[config.mk]
export PLATFORM = sky130hd
export DESIGN_NAME = select_scanner
export DESIGN_NICKNAME = d
export VERILOG_FILES = /design/src/rtl/select_scanner.sv
export SDC_FILE = /design/constraint.sdc
export NUM_CORES = 1
export LEC_CHECK = 0
export ABC_AREA = 1
export CAP_MARGIN = 40
export CORE_MARGIN = 2
export CORE_UTILIZATION = 35
export DETAILED_ROUTE_END_ITERATION = 10
export PLACE_DENSITY = 0.54
export SLEW_MARGIN = 40
export SYNTH_ARGS = -nofsm -noshare
export SYNTH_HDL_FRONTEND = slang
export SYNTH_SLANG_ARGS = --single-unit
[constraint.sdc]
create_clock -name clk -period 3.9 [get_ports clk]
set_clock_uncertainty 0.15 [all_clocks]
set_input_delay 0.78 -clock clk [delete_from_list [all_inputs] [get_ports clk]]
set_output_delay 0.78 -clock clk [all_outputs]
set_load 0.02 [all_outputs]
[src/rtl/select_scanner.sv]
// rtl/select_scanner.sv - ascending channel scanner driving a 3-to-8 decoder select/enable
module select_scanner #(
   parameter int DWELL = 4,
   parameter int GAP   = 1,
   parameter int CW    = 8
) (
   input  logic       clk,
   input  logic       rst_n,
   input  logic       start,
   input  logic       stop,
   input  logic       mode,
   input  logic [7:0] mask,
   output logic [2:0] sel,
   output logic       en,
   output logic       busy,
   output logic       done,
   output logic       err
);

   typedef enum logic [1:0] {S_IDLE, S_DWELL, S_GAP} state_t;

   localparam logic [CW-1:0] DWELL_LD = CW'(DWELL - 1);
   localparam logic [CW-1:0] GAP_LD   = CW'((GAP > 0) ? GAP - 1 : 0);

   state_t        state, state_nx;
   logic [7:0]    cap_mask, cap_mask_nx;
   logic          cap_mode, cap_mode_nx;
   logic [CW-1:0] cnt, cnt_nx;
   logic [2:0]    sel_nx;
   logic          en_nx, busy_nx, done_nx, err_nx;
   logic [3:0]    nxt;

   function automatic logic [2:0] lowest(input logic [7:0] m);
      lowest = '0;
      for (int i = 7; i >= 0; i--)
         if (m[i]) lowest = 3'(i);
   endfunction

   // {found, index}; offset 8 lands back on cur, reachable only when wrapping
   function automatic logic [3:0] next_ch(input logic [7:0] m, input logic [2:0] cur,
                                          input logic wrap);
      logic [3:0] idx;
      next_ch = '0;
      for (int i = 8; i >= 1; i--) begin
         idx = {1'b0, cur} + 4'(i);
         if ((wrap || !idx[3]) && m[idx[2:0]])
            next_ch = {1'b1, idx[2:0]};
      end
   endfunction

   always_ff @(posedge clk or negedge rst_n) begin
      if (!rst_n) begin
         state    <= S_IDLE;
         cap_mask <= '0;
         cap_mode <= 1'b0;
         cnt      <= '0;
         sel      <= '0;
         en       <= 1'b0;
         busy     <= 1'b0;
         done     <= 1'b0;
         err      <= 1'b0;
      end else begin
         state    <= state_nx;
         cap_mask <= cap_mask_nx;
         cap_mode <= cap_mode_nx;
         cnt      <= cnt_nx;
         sel      <= sel_nx;
         en       <= en_nx;
         busy     <= busy_nx;
         done     <= done_nx;
         err      <= err_nx;
      end
   end

   always_comb begin
      state_nx    = state;
      cap_mask_nx = cap_mask;
      cap_mode_nx = cap_mode;
      cnt_nx      = cnt;
      sel_nx      = sel;
      done_nx     = 1'b0;
      err_nx      = 1'b0;
      nxt         = next_ch(cap_mask, sel, cap_mode);
      case (state)
         S_IDLE: begin
            if (start && !stop) begin
               if (mask != 8'h00) begin
                  cap_mask_nx = mask;
                  cap_mode_nx = mode;
                  sel_nx      = lowest(mask);
                  cnt_nx      = DWELL_LD;
                  state_nx    = S_DWELL;
               end else begin
                  err_nx = 1'b1;
               end
            end
         end
         S_DWELL: begin
            if (stop) begin
               state_nx = S_IDLE;
            end else if (cnt != '0) begin
               cnt_nx = cnt - CW'(1);
            end else if (nxt[3]) begin
               if (GAP > 0) begin
                  state_nx = S_GAP;
                  cnt_nx   = GAP_LD;
               end else begin
                  sel_nx = nxt[2:0];
                  cnt_nx = DWELL_LD;
               end
            end else begin
               state_nx = S_IDLE;
               done_nx  = 1'b1;
            end
         end
         S_GAP: begin
            if (stop) begin
               state_nx = S_IDLE;
            end else if (cnt != '0) begin
               cnt_nx = cnt - CW'(1);
            end else begin
               sel_nx   = nxt[2:0];
               cnt_nx   = DWELL_LD;
               state_nx = S_DWELL;
            end
         end
         default: state_nx = S_IDLE;
      endcase
   end

   always_comb begin
      en_nx   = (state_nx == S_DWELL);
      busy_nx = (state_nx != S_IDLE);
   end

endmodule

Yosys cells after proc, flatten, opt, wreduce, memory -nomap -nowiden
Cells that the tools add are included.
{ "classes": {"add_sub_neg": 9, "n_reduce_logical": 35, "magnitude_cmp": 8, "n_mul": 0, "n_eq_ne": 9, "n_mux": 60, "n_bitwise": 0, "shifts": 0, "div": 0} }
{ "op_table": {"columns": ["cell", "n"], "rows": [
  ["$mux W8", 7],
  ["$mux W3", 12],
  ["$lt A3 B4 Y1 const B", 8],
  ["$mux W4", 8],
  ["$bmux W1 S3", 8],
  ["$pmux W8 S3", 1],
  ["$add A3 B3 Y4 const B", 4],
  ["$reduce_bool A8 Y1", 2],
  ["$mux W1", 15],
  ["$mux W2", 7],
  ["$ne A2 B2 Y1 const B", 5],
  ["$logic_and A1 B1 Y1", 9],
  ["$logic_not A1 Y1", 9],
  ["$add A3 B2 Y4 const B", 2],
  ["$logic_or A1 B1 Y1", 8],
  ["$sub A8 B1 Y8 const B", 1],
  ["$pmux W2 S3", 1],
  ["$pmux W3 S2", 1],
  ["$reduce_and A6 Y1", 1],
  ["$reduce_and A5 Y1", 1],
  ["$add A3 B1 Y4 const B", 1],
  ["$add A3 B4 Y4 const B", 1],
  ["$eq A2 B1 Y1 const B", 2],
  ["$reduce_bool A2 Y1", 2],
  ["other kinds (5)", 5]
]} }
{ "totals": {"latch_bits": 0, "ramBits": 0, "output_inout_bits": 7, "romBits": 0, "word_cells": 130, "n_memories": 0, "reg_bits": 26, "input_bits": 13} }

Logic depth before layout (Yosys ltp)
Gate-level depths: netlist (run 1).
{ "depth": {"word_depth": 17, "depth_mapped": 18, "ltp_nobuf": 17} }

Least setup slack after synthesis (run 1)
OpenSTA, ideal clock, no wires.
{ "synth_path": {"kind": "register to register", "from": "register sel[1]", "to": "register cnt[2]", "n_path_buf": 2, "required_time_ns": 3.629, "period_less_slack_ns": 2.639, "stages_incl_launch_ff": 15, "arrival_time_ns": 2.368, "setup_ns": 0.121, "path_slack_ns": 1.261, "cell_sequence": "dfrtp_1 > inv_1 > ha_1 > buf_2 > inv_1 > nand3_1 > nand3_1 > o21ai_1 > o21ai_2 > nand3_1 > nor3_2 > nand2_2 > nand2_4 > buf_8 > o21ai_1"} }
{ "synth_between": {"elab_chain_cells": 14, "word_cells_on_any_way": 58, "cone_classes": "add/sub: 8; eq/ne: 1; mux: 24; reduce/logical: 25"} }
{ "synth_lines": {"columns": ["item", "line", "rtl"], "rows": [
  ["start, declared", "13", "output logic [2:0] sel,"],
  ["start signal, assigned", "67", "sel <= sel_nx;"],
  ["$add A3 B4 Y4", "45", "idx = {1'b0, cur} + 4'(i);"],
  ["$bmux W1 S3 / $logic_not A1 Y1 (equally long branches)", "46", "if ((wrap || !idx[3]) && m[idx[2:0]])"],
  ["$mux W1 (implied by the code) / $logic_or A1 B1 Y1 (equally long branches)", "46", null],
  ["$logic_and A1 B1 Y1", "46", null],
  ["$mux W4 (7 in a row)", "46", null],
  ["$mux W4 *", "46", null],
  ["$ne A3 B3 Y1 (no source line) *", null, null],
  ["$reduce_and A6 Y1 (no source line) *", null, null],
  ["end signal, assigned", "66", "cnt <= cnt_nx;"],
  ["end, declared", "28", "logic [CW-1:0] cnt, cnt_nx;"]
]} }
Mark *: on every way between the ends. The rest lies on a longest branch, timed or not. The select of a mux whose other input is x is not followed.
A chain may end at the register's enable or synchronous reset.

Worst setup path after layout (run 1)
{ "layout_path": {"from": "register sel[0]", "to": "register cnt[1]"} }
Same word-level chain as after synthesis.

==> results of run 1 <==
-- layer usage --
layer | vias to the layer above | GRT usage
met3 | 4 | 0.0149
met4 | 0 | 0.0402
met2 | 74 | 0.262
met1 | 977 | 0.249
met5 | - | 0
li1 | 1123 | -
-- layout make-up --
cell class / instances / area (um^2) / area share
flip-flops and latches: 26 / 651 / 0.256
well taps: 75 / 93.8 / 0.0369
inverters: 45 / 169 / 0.0665
clock inverters: 1 / 30.0 / 0.0118
repair buffers: 22 / 213 / 0.0837
multi-input cells: 266 / 1340 / 0.529
clock buffers: 3 / 41.3 / 0.0163
-- through the flow --
step                 util  cell area [um^2]  std cells  hold slack [ns]  setup WS [ns]
finish              0.424              2540        438            0.350           1.26
global route        0.424              2540        438            0.385          0.911
CTS                 0.424              2540        438            0.354           1.25
detailed placement  0.412              2470        434            0.329          0.968
global placement    0.412              2470        434            0.327          0.973
floorplan               -              2190        342            0.309           1.26
-- worst max path at each step --
| stage | start | endpoint | cells past startpoint | slack, ns |
|---|---|---|---|---|
| global route | mask[6] | busy$_DFF_PN0_ | 11 | 0.91 |
| detailed placement | mask[6] | busy$_DFF_PN0_ | 11 | 0.97 |
| floorplan | sel[1]$_DFFE_PN0P_ | cnt[2]$_DFFE_PN0P_ | 14 | 1.26 |
| global placement | mask[6] | busy$_DFF_PN0_ | 11 | 0.97 |
| finish | sel[0]$_DFFE_PN0P_ | cnt[1]$_DFFE_PN0P_ | 11 | 1.26 |
| CTS | mask[6] | busy$_DFF_PN0_ | 11 | 1.25 |
-- cells by family (layout without fill, tap and decap cells) --
| group | Yosys count | in the layout | synth area share |
|---|---|---|---|
| AND/OR/NAND/NOR | 204 | 204 | 0.403 |
| buffers and inverters | 50 | 71 | 0.0918 |
| AO/OA/AOI/OAI | 42 | 42 | 0.108 |
| flip-flops | 26 | 26 | 0.296 |
| adder cells (fa/ha/maj) | 12 | 12 | 0.0684 |
| XOR/XNOR | 8 | 8 | 0.0319 |
-- worst min-delay path, stage by stage, from the launching register on --
cell and delay, ns:
dfrtp_1 0.35, nand2_1 0.05, o21ai_1 0.06
-- flip-flops by register name, indices dropped and copies added, names as in the netlist --
name	cells
cap_mask	8
cnt	8
sel	3
state	2
busy	1
cap_mode	1
done	1
en	1
err	1
-- layout by cell type (no fill, tap or decap) --
cell	synthesis	final
a21boi_0	2	2
a21oi_1	7	7
buf_4	0	3
bufinv_16	0	1
clkbuf_8	0	3
clkdlybuf4s50_1	0	19
dfrtp_1	26	26
ha_1	12	12
inv_1	42	42
inv_2	3	3
nand2_1	119	119
nand2_2	3	3
nand2_4	1	1
nand3_1	32	32
nand3_2	2	2
nand3b_1	2	2
nand4_1	4	4
nor2_1	30	30
nor2_2	2	2
nor3_1	4	4
nor3_2	3	3
o21a_1	2	2
o21ai_0	19	19
o21ai_1	7	7
o21ai_2	3	3
o221ai_1	1	1
o31ai_1	1	1
or2_2	2	2
xnor2_1	4	4
xor2_1	4	4
==> results.ini, run 1 <==
[outcome]
outcome=finished clean

[critical_path]
critPathMaxStageDelay_ns=0.49
critPathLaunchType=flip-flop
cp.buffers_inverters=1
rr_worst_depth=11
cp_max_fo=16
crit_family=simple AND/OR/NAND/NOR gates
endpoint_kind=flip-flop
arrival_ns=2.70
critPathRequiredTime_ns=3.96
cp_slowest_cell=xnor2_1
timing.rr.end=cnt[1]$_DFFE_PN0P_
crit_chain=buf_4 -> ha_1 -> xnor2_1 -> o21ai_1 -> o21ai_2 -> nand3_1 -> nor3_2 -> nand2_2 -> nand2_4 -> nand2_1 -> o21ai_1
r2r_slack_ns=1.26
reg2reg_from=sel[0]$_DFFE_PN0P_
cpMostUsedCell=o21ai_1
critPathKind=flip-flop to flip-flop

[logic_synthesis]
syn_avg_cell_area_um2=6.42
synth_top_area_frac=0.296
synth_ff_type=dfrtp_1
mappedNetlistNets=367
syn_inst=342
synth_commonest_cells=nand2_1, inv_1, nand3_1
yosysMostFrequentCell=nand2_1
yosys_warnings=0
yosysUniqueCellTypes=30
synth_edf_count=0
ys_ff_latch=26
synthTopCellsByArea=dfrtp_1, nand2_1, nand3_1
yosys.area.top_type=dfrtp_1
synth-seq-area-share=0.296
async_flop_share=1.00
synth.cell_area_mm2=0.00219

[route]
maxUsedRoutingLayer=met4
wl_met2_um=2490
drt-met1-wl_um=2790
drt_iter0_markers=220
ant_nets=0
drc_errors=0
avgViaCountPerCell=4.97
wirelength_um=5610
dr.pass1.iters=6
wire_per_inst_um=12.8
dr_wl_met3_um=279
num_vias=2178

[sta]
slew_viol_final=0
max_freq_mhz=378
final-hold-violation-count=0
setup_tns_ns=0
slew_headroom=0.611
fin_crit_sh=0.678
rsz0062_at_grt=false
worst_pin_slew_ns=0.579
fin_crit_ns=2.64
setup_viol=0

[grt]
overflow=0
grt_pass1_vias=2002
track_usage=0.167
grt_pass1_wl_um=9560
antenna_found_initial=0
grt_max_degree=27

[layout]
antenna_cells=0
fill_cells=614
drive_above_1_share=0.0716
area_growth_pct=15.7
nets=389

[clock_network]
clock_latency_ns=0.27
clock_path_buffers=2
cts_buffers=3
cts_root_buf=clkbuf_8
cts_tree=done
post_cts_buffers=0
hold_buffers=0
htreeDepth=1
path_clk_slew_ns=0.10
cts.sinks=26
ctsResizeCount=0

[floorplan]
start_util=0.366
rows=28
die-area_mm2=0.00692
dieHeight_um=83.2
io_pins=20
fp.dieW_um=83.2
core-area_mm2=0.00599

[hold_path]
min_delay_path_depth=2
holdPathEnd=cnt[0]$_DFFE_PN0P_
min_from=cnt[0]$_DFFE_PN0P_
worstHoldPathType=flip-flop to flip-flop

[place]
dp_hpwl_um=4460
gp_congestion=0.962
portBuffers=19

[job]
maxCapViolCount=0

Power of run 1 is not shown: default switching activity piles up to over one toggle a cycle in this logic, so the estimate is an artifact.
==> run 2, diff against run 1 <==
- PLACE_DENSITY: 0.54 -> 0.56
- clock period: 3.9 -> 2.3 ns (I/O delays scaled with it)
==> run 2 against run 1 <==
Critical path type unchanged; fmax grew 17%; non-clock buffer count grew 38; critical endpoint is now cnt[4]$_DFFE_PN0P_; worst hold slack gained 0.013 ns.
==> results.ini, run 2 (synthesis gave the netlist of run 1 again) <==
[outcome]
outcome=finished clean

[route]
wirelength_um=5880  ; +4.8%
dr.pass1.iters=6  ; unchanged
wire_per_inst_um=12.3  ; -3.8%
avgViaCountPerCell=4.88  ; -1.8%
drt_iter0_markers=228  ; +3.6%
ant_nets=0  ; unchanged
num_vias=2329  ; +6.9%
drc_errors=0  ; unchanged

[sta]
setup_tns_ns=0  ; unchanged
final-hold-violation-count=0  ; unchanged
fin_crit_ns=2.25  ; -0.392 ns
rsz0062_at_grt=true
slew_headroom=0.660  ; +0.0486
fin_crit_sh=0.979  ; +0.301
max_freq_mhz=444  ; +17%
slew_viol_final=0  ; unchanged
setup_viol=0  ; unchanged
worst_pin_slew_ns=0.505  ; -0.0741 ns

[hold_path]
holdPathEnd=cap_mask[2]$_DFFE_PN0P_
worstHoldPathType=flip-flop to flip-flop
min_delay_path_depth=2  ; unchanged
min_from=cap_mask[2]$_DFFE_PN0P_

[clock_network]
cts.sinks=26  ; unchanged
htreeDepth=1  ; unchanged
clock_latency_ns=0.28  ; about the same
clock_path_buffers=2  ; unchanged
cts_root_buf=clkbuf_8
cts_buffers=3  ; unchanged
cts_tree=done
path_clk_slew_ns=0.10  ; about the same

[layout]
final_common_cell=nand2_1
drive_above_1_share=0.226  ; +0.155
fin_util=0.494  ; +0.0704
fill_cells=609  ; -0.81%
antenna_cells=0  ; unchanged
final_cell_mix=nand2_1, buf_4, inv_1, nand3_1, nor2_1
top_regs=cap_mask: 8 flops, cnt: 8 flops, sel: 3 flops
nets=428  ; +10%
area_growth_pct=34.9
design_area_mm2=0.00296  ; +17%

[place]
dp_hpwl_um=4630  ; +3.7%
placed_area_mm2=0.00270  ; +9.4%
gp_congestion=0.889  ; -7.5%
portBuffers=19  ; unchanged

[critical_path]
rr_worst_depth=12  ; +1
r2r_slack_ns=0.05  ; -1.21 ns
endpoint_kind=flip-flop
critPathKind=flip-flop to flip-flop
timing.rr.end=cnt[4]$_DFFE_PN0P_
critPathMaxStageDelay_ns=0.41  ; -0.08 ns
critPathRequiredTime_ns=2.33  ; -1.63 ns
reg2reg_from=cnt[1]$_DFFE_PN0P_
cp_max_fo=8  ; -8
critPathLaunchType=flip-flop
cp_slowest_cell=dfrtp_1
crit_chain=inv_2 -> ha_4 -> inv_2 -> nor3_2 -> nand2_1 -> nor3_2 -> buf_4 -> nand4_1 -> nor3_4 -> nand2_4 -> nand2_4 -> o21ai_1
arrival_ns=2.28  ; -0.42 ns

[floorplan]
core-area_mm2=0.00599  ; unchanged
rows=28  ; unchanged
fp.dieW_um=83.2  ; unchanged
dieHeight_um=83.2  ; unchanged
start_util=0.366  ; unchanged
io_pins=20  ; unchanged
die-area_mm2=0.00692  ; unchanged

[grt]
antenna_found_initial=0  ; unchanged
grt_max_degree=27  ; unchanged
grt_pass1_vias=2020  ; +0.90%
overflow=0  ; unchanged
track_usage=0.169  ; +0.00160
grt_pass1_wl_um=9690  ; +1.4%

[job]
maxCapViolCount=0  ; unchanged

[run 2: cell count changes in the layout (fill, tap and decap cells not counted), sizes merged]
| cell | delta |
|---|---|
| buf | +38 |
| nand2 | +1 |
[run 2: repair_timing]
item                       in CTS  in global routing
cloned                          0                  1
buffers inserted                4                  6
resized for setup               3                 29
pin swaps                       3                  9
hold buffers                    0                  0
setup endpoints to repair       2                 16
[run 2: per-layer routing]
layer / global-route usage / part of all wire
met5: 0 / 0
met4: 0.0358 / 0.0092
met3: 0.0169 / 0.047
met2: 0.257 / 0.42
met1: 0.258 / 0.52
[run 2: cell type report]
cell class                      instances  area (um^2)  share of cell area
Sequential cell                        26          653               0.221
Clock inverter                          1         30.0              0.0101
Multi-Input combinational cell        267         1470               0.495
Clock buffer                            3         41.3              0.0139
Tap cell                               75         93.8              0.0317
Timing Repair Buffer                   60          502               0.169
Inverter                               45          176              0.0596
[run 2: metrics by stage]
step / instances / hold slack, ns / worst slack, ns
finish: 477 / 0.363 / 0.0488
global route: 477 / 0.420 / -0.0947
CTS: 470 / 0.355 / 0.00252
detailed placement: 462 / 0.329 / -0.103
global placement: 462 / 0.324 / -0.0997
floorplan: 342 / 0.0144 / -0.00619
[run 2: worst max-delay path by stage]
stage,depth (start not counted),start,end
6_report,12,cnt[1]$_DFFE_PN0P_,cnt[4]$_DFFE_PN0P_
4_1_cts,14,sel[1]$_DFFE_PN0P_,sel[0]$_DFFE_PN0P_
5_1_grt,13,cnt[1]$_DFFE_PN0P_,cnt[4]$_DFFE_PN0P_
3_5_place_dp,12,mask[7],sel[1]$_DFFE_PN0P_
2_1_floorplan,16,sel[1]$_DFFE_PN0P_,cnt[2]$_DFFE_PN0P_
3_3_place_gp,12,mask[7],sel[1]$_DFFE_PN0P_
[run 2: critical path, delay by kind of cell (launching register included)]
family	cells	cell delay (ns)
AOI/OAI and AO/OA	1	0.07
and+or+nand+nor	7	1.15
DFF	1	0.41
buffers and inverters	3	0.24
adders and majority gates	1	0.13
Power of run 2 is left out for the same reason.
==> run 3, diff against run 2 <==
==> constraint.sdc (replaced) <==
create_clock -name clk -period 2.3 [get_ports clk]
set_clock_uncertainty 0.15 [all_clocks]
set_input_delay 0.575 -clock clk [delete_from_list [all_inputs] [get_ports clk]]
set_output_delay 0.575 -clock clk [all_outputs]
set_load 0.02 [all_outputs]
==> run 3 against run 2 <==
Register-to-register slack is essentially flat; utilization grew 1.0 points; cell area grew 2.1%; routed wire length shrank 1.8%; global-route usage shrank 0.21 points; critical path depth grew 3; cell count shrank 0.42%; critical path type unchanged; highest routed layer unchanged.
==> results.ini, run 3 (synthesis gave the netlist of run 1 again) <==
[outcome]
outcome=finished clean

[grt]
antenna_found_initial=0  ; unchanged
grt_max_degree=27  ; unchanged
grt_pass1_wl_um=9630  ; -0.57%
grt_pass1_vias=2047  ; +1.3%
track_usage=0.167  ; -0.00205
overflow=0  ; unchanged

[layout]
drive_above_1_share=0.243  ; +0.0161
seqCellArea_um2=653  ; unchanged
layoutNonFillerInstCount=475  ; -0.42%
top_regs=cap_mask: 8 flops, cnt: 8 flops, sel: 3 flops
fin_util=0.505  ; +0.0102
final_cell_mix=nand2_1, buf_4, inv_1, nor2_1
final_common_cell=nand2_1
nets=426  ; -0.47%
area_growth_pct=37.7
antenna_cells=0  ; unchanged
fill_cells=572  ; -6.1%
multi_input_area_mm2=0.00154  ; +5.2%

[sta]
setup_ws_ns=0.0433  ; -0.00549 ns
final-hold-violation-count=0  ; unchanged
max_freq_mhz=443  ; -0.24%
setup_viol=0  ; unchanged
fin_crit_sh=0.981  ; +0.00239
setup_tns_ns=0  ; unchanged
slew_viol_final=0  ; unchanged
worst_pin_slew_ns=0.391  ; -0.115 ns
slew_headroom=0.738  ; +0.0783
fin_crit_ns=2.26  ; +0.00549 ns
rsz0062_at_grt=true

[critical_path]
rr_worst_depth=15  ; +3
cp-startpoint=sel[1]$_DFFE_PN0P_
timing.rr.end=cnt[3]$_DFFE_PN0P_
cp_slowest_cell=dfrtp_2
arrival_ns=2.31  ; +0.03 ns
r2r_slack_ns=0.04  ; about the same
crit_chain=inv_4 -> ha_4 -> inv_4 -> nand3_2 -> nand2_2 -> nand2_2 -> nand3_2 -> nand2_2 -> inv_2 -> nand2_2 -> nor3_4 -> nand2_4 -> nand2_8 -> nand2_1 -> o21ai_1
endpoint_kind=flip-flop
cp.buffers_inverters=3  ; unchanged
cp_max_fo=8  ; unchanged
cpMostUsedCell=nand2_2
critPathKind=flip-flop to flip-flop
cp.depth=15  ; +3
crit_family=simple AND/OR/NAND/NOR gates
reg2reg_from=sel[1]$_DFFE_PN0P_
critPathMaxStageDelay_ns=0.46  ; +0.05 ns
endpoint=cnt[3]$_DFFE_PN0P_
critPathRequiredTime_ns=2.35  ; +0.02 ns
critPathLaunchType=flip-flop

[clock_network]
cts_buffers=3  ; unchanged
clock_latency_ns=0.27  ; about the same
cts.sinks=26  ; unchanged
cts_root_buf=clkbuf_8
clock_path_buffers=2  ; unchanged
path_clk_slew_ns=0.09  ; about the same
cts_tree=done
htreeDepth=1  ; unchanged
hold_buffers=0  ; unchanged

[route]
avgViaCountPerCell=4.76  ; -2.6%
drc_errors=0  ; unchanged
num_vias=2259  ; -3.0%
dr.pass1.iters=4  ; -2
wirelength_um=5770  ; -1.8%
ant_nets=0  ; unchanged
wire_per_inst_um=12.2  ; -1.4%
drt_iter0_markers=145  ; -36%

[place]
portBuffers=19  ; unchanged
dp_hpwl_um=4470  ; -3.5%
gp_congestion=0.859  ; -3.3%
pre_cts_ws_ns=-0.141  ; -0.0387 ns
place_inst=465  ; +0.65%

[floorplan]
die-area_mm2=0.00692  ; unchanged
rows=28  ; unchanged
fp.dieW_um=83.2  ; unchanged
dieHeight_um=83.2  ; unchanged
start_util=0.366  ; unchanged
io_pins=20  ; unchanged
core-area_mm2=0.00599  ; unchanged

[hold_path]
worstHoldPathType=flip-flop to flip-flop

[job]
maxCapViolCount=0  ; unchanged

==> run 3: routing by layer <==
layer	track usage	share of wire
met5	0	0
met4	0.0268	0.0069
met3	0.0119	0.034
met2	0.265	0.45
met1	0.253	0.51
==> run 3: repair_timing <==
| action | CTS | global route |
|---|---|---|
| pin swaps | 1 | 16 |
| cloned | 1 | 0 |
| gates resized for setup | 6 | 38 |
| setup buffers | 0 | 5 |
| setup endpoints to repair | 9 | 16 |
==> run 3: cell type report <==
class                      instances  share of cell area
sequential                        26               0.216
timing repair buffer              58               0.161
clock inverter                     1             0.00993
tap                               75              0.0310
inverter                          45              0.0584
multi-input combinational        267               0.510
clock buffer                       3              0.0137
==> run 3: worst reg2reg max path: stages (launching register included) <==
cell     delay (ns)
dfrtp_2        0.46
inv_4          0.09
ha_4           0.23
inv_4          0.10
nand3_2        0.09
nand2_2        0.11
nand2_2        0.06
nand3_2        0.08
nand2_2        0.07
inv_2          0.06
nand2_2        0.06
nor3_4         0.25
nand2_4        0.15
nand2_8        0.13
nand2_1        0.05
o21ai_1        0.07
==> run 3: how the worst min path moves through the flow <==
stage,startpoint,endpoint,depth (start not counted)
floorplan,rst_n,busy$_DFF_PN0_,0
global placement,cnt[0]$_DFFE_PN0P_,cnt[0]$_DFFE_PN0P_,2
detailed placement,cnt[0]$_DFFE_PN0P_,cnt[0]$_DFFE_PN0P_,2
CTS,cnt[0]$_DFFE_PN0P_,cnt[0]$_DFFE_PN0P_,2
global route,cap_mask[2]$_DFFE_PN0P_,cap_mask[2]$_DFFE_PN0P_,2
finish,cnt[0]$_DFFE_PN0P_,cnt[0]$_DFFE_PN0P_,2
==> run 3: per-stage QoR <==
step                area, um^2  hold slack, ns
finish                    3020           0.371
global route              3020           0.404
detailed placement        2720           0.329
floorplan                 2220           0.129
CTS                       2850           0.354
global placement          2720           0.325
Power of run 3 is left out for the same reason.
==> variant, RTL diff (settings of run 2) <==
`CW`: 8 -> 4.
--- a/src/rtl/select_scanner.sv
+++ b/src/rtl/select_scanner.sv
@@ -2,7 +2,7 @@
 module select_scanner #(
    parameter int DWELL = 4,
    parameter int GAP   = 1,
-   parameter int CW    = 8
+   parameter int CW    = 4
 ) (
    input  logic       clk,
    input  logic       rst_n,
Check against the original RTL: same outputs for any inputs over 10 cycles, from zero or initial values and one cycle with rst_n low; that may be too few to reach the edited logic, so the function may still have changed.
==> variant against run 2 <==
Design area decreased by 9.4%; sequential share of layout area decreased by 1.4 points; sequential cell count decreased by 4; synthesized area decreased by 11%; setup slack improved by 0.039 ns; non-clock buffer count decreased by 3; wire length decreased by 9.4%; global-route usage increased by 0.81 points; maximum frequency increased by 1.7%; utilization decreased by 0.092 points; via count decreased by 12%; die area decreased by 10%; critical endpoint is now sel[1].
Power is left out: the tool's default activity adds up to more than one toggle a clock period on the data nets, which glitch-free logic cannot reach.
==> variant: results (changes against run 2) <==
The slowest stage cell on the critical path is sky130_fd_sc_hd__dfrtp_2 (was sky130_fd_sc_hd__dfrtp_1). The cell area reported after detailed placement came out at 2435 µm² (was 2701 µm²). The tools report the maximum number of pins on one net before global-route repair as 23 (was 27). The relative area change from synthesis to final layout is 37.32% (was 34.95%). The number of vias in the routed layout came out at 2053 (was 2329). The number of nets in the synthesized netlist is 316 (was 367). The tools report the number of fill cells as 566 (was 609).

The total CTS buffers came out at 3 (unchanged). The H-tree depth reported by CTS is 1 (unchanged). The tools report the post-route worst hold slack as 0.3432 ns (was 0.3632 ns). The clock-pin slew reported for the worst setup and hold paths after clock tree synthesis was 0.08 ns (was 0.10 ns); the number of warnings printed during yosys synthesis was 0 (unchanged). The number of antenna violations at the first check in global routing is 0 (unchanged). The logs give 0.8952 (was 0.8890) for the final weighted congestion in routability-driven placement and 374 (was 428) for the number of nets in the layout. The largest delay contributor family on the critical path was simple AND/OR/NAND/NOR gates (unchanged). The share of synthesized flip-flops with an asynchronous set or reset came out at 100.0% (unchanged). The peak per-stage delay on the critical path was 0.45 ns (was 0.41 ns). The number of pins exceeding their max-slew limit in the final report was 0 (unchanged).

The tools report the worst-skew pair later-pin latency as 0.26 ns (was 0.28 ns). The HPWL after detailed placement was 4.110 mm (was 4.627 mm). List of most frequent post-synthesis cells: sky130_fd_sc_hd__nand2_1, sky130_fd_sc_hd__nand3_1, sky130_fd_sc_hd__inv_1 (was sky130_fd_sc_hd__nand2_1, sky130_fd_sc_hd__inv_1, sky130_fd_sc_hd__nand3_1).

Type of the tightest min-delay check: reg -> reg (unchanged). Registers with the most flip-flops: cap_mask: 8 flops, cnt: 4 flops, sel: 3 flops (was cap_mask: 8 flops, cnt: 8 flops, sel: 3 flops). For the overall fraction of global-route tracks in use, the log shows 17.70% (was 16.89%).

The flow ran to the end, and the final reports show no timing, DRC or antenna violations. Fraction of final layout cells sized beyond drive strength 1: 24.64% (was 22.64%). The average vias per placed instance is 4.876 (was 4.883). The wire length per cell works out to 12.65 µm (was 12.33 µm). The first-pass iteration count of the detailed router is 7 (was 6), and the critical-path maximum fanout is 4 (was 8).

The data arrival time of the worst path came out at 2.25 ns (was 2.28 ns). Synth area leaders: sky130_fd_sc_hd__dfrtp_1, sky130_fd_sc_hd__nand2_1, sky130_fd_sc_hd__nand3_1 (unchanged). The number of distinct library cells after synthesis is 43 (was 30), and the sequential share of the synthesized area is 28.17% (was 29.65%). The logs give 1980 (was 2020) for the number of global-route vias before repair and 0.09 ns (was 0.05 ns) for the minimum setup slack among reg-to-reg paths.

The measured slew at the worst slew-check pin is 0.3140 ns (was 0.5052 ns), and the final hold violation count is 0 (unchanged). The number of input and output port buffers inserted came out at 19 (unchanged). The number of placed cells counting well taps came out at 409 (was 462).

The post-synthesis average cell area was 6.693 µm² (was 6.417 µm²). The wire length of the first global-routing pass is 8.756 mm (was 9.687 mm), and the number of buffers on the longest clock path is 2 (unchanged). The count of routing violations after the opening detailed-route iteration was 146 (was 228); the pre-CTS worst setup slack was -0.08306 ns (was -0.1027 ns).
==> variant: cell count changes after synthesis, sizes merged, moves of 3 or more <==
cell,delta
nand2,-25
o21ai,-12
inv,-10
a21oi,+5
dfrtp,-4
nand3,+4
nor2,-4
nor3,-3
xnor2,-3
==> variant: path summary, 6_finish.rpt <==
kind / endpoint / from / depth (start not counted)
worst max-delay path: sel[1] / sel[0] / 12
worst min-delay path: cnt[3] / cnt[3] / 1
worst max register to register: sel[1] / sel[0] / 12
worst min register to register: cnt[3] / cnt[3] / 1
max in group asynchronous: sel[0] / rst_n / 2
min in group asynchronous: cap_mask[5] / rst_n / 2
==> variant: cell type report <==
cell class | count | share of cell area [%]
multi-input cells | 231 | 50.54
flip-flops and latches | 22 | 20.61
clock buffers | 3 | 1.538
clock inverters | 1 | 1.119
well taps | 72 | 3.357
inverters | 35 | 4.988
repair buffers | 57 | 17.86
==> variant: routing by layer <==
metal,up-vias,wire length [µm],track usage (%)
li1,1062,-,-
met4,0,82,5.614
met3,8,173,1.477
met2,41,2603,31.45
met1,942,2467,22.73
met5,-,0,0
==> variant: repair_timing <==
item	in CTS	in global routing
resized for setup	3	21
endpoints found under the hold margin	0	0
hold buffers	0	0
pin swaps	2	12
endpoints found under the setup margin	4	11
setup buffers	3	5
==> variant: cell families after synthesis <==
kind of cell               Yosys count  share of synthesized area, %
and+or+nand+nor                    175                         40.27
AOI/OAI and AO/OA                   40                         13.12
buffers and inverters               39                         8.130
DFF                                 22                         28.17
adders and majority gates           11                         7.042
xor gates and xnor gates             3                         2.113
muxes                                2                         1.152
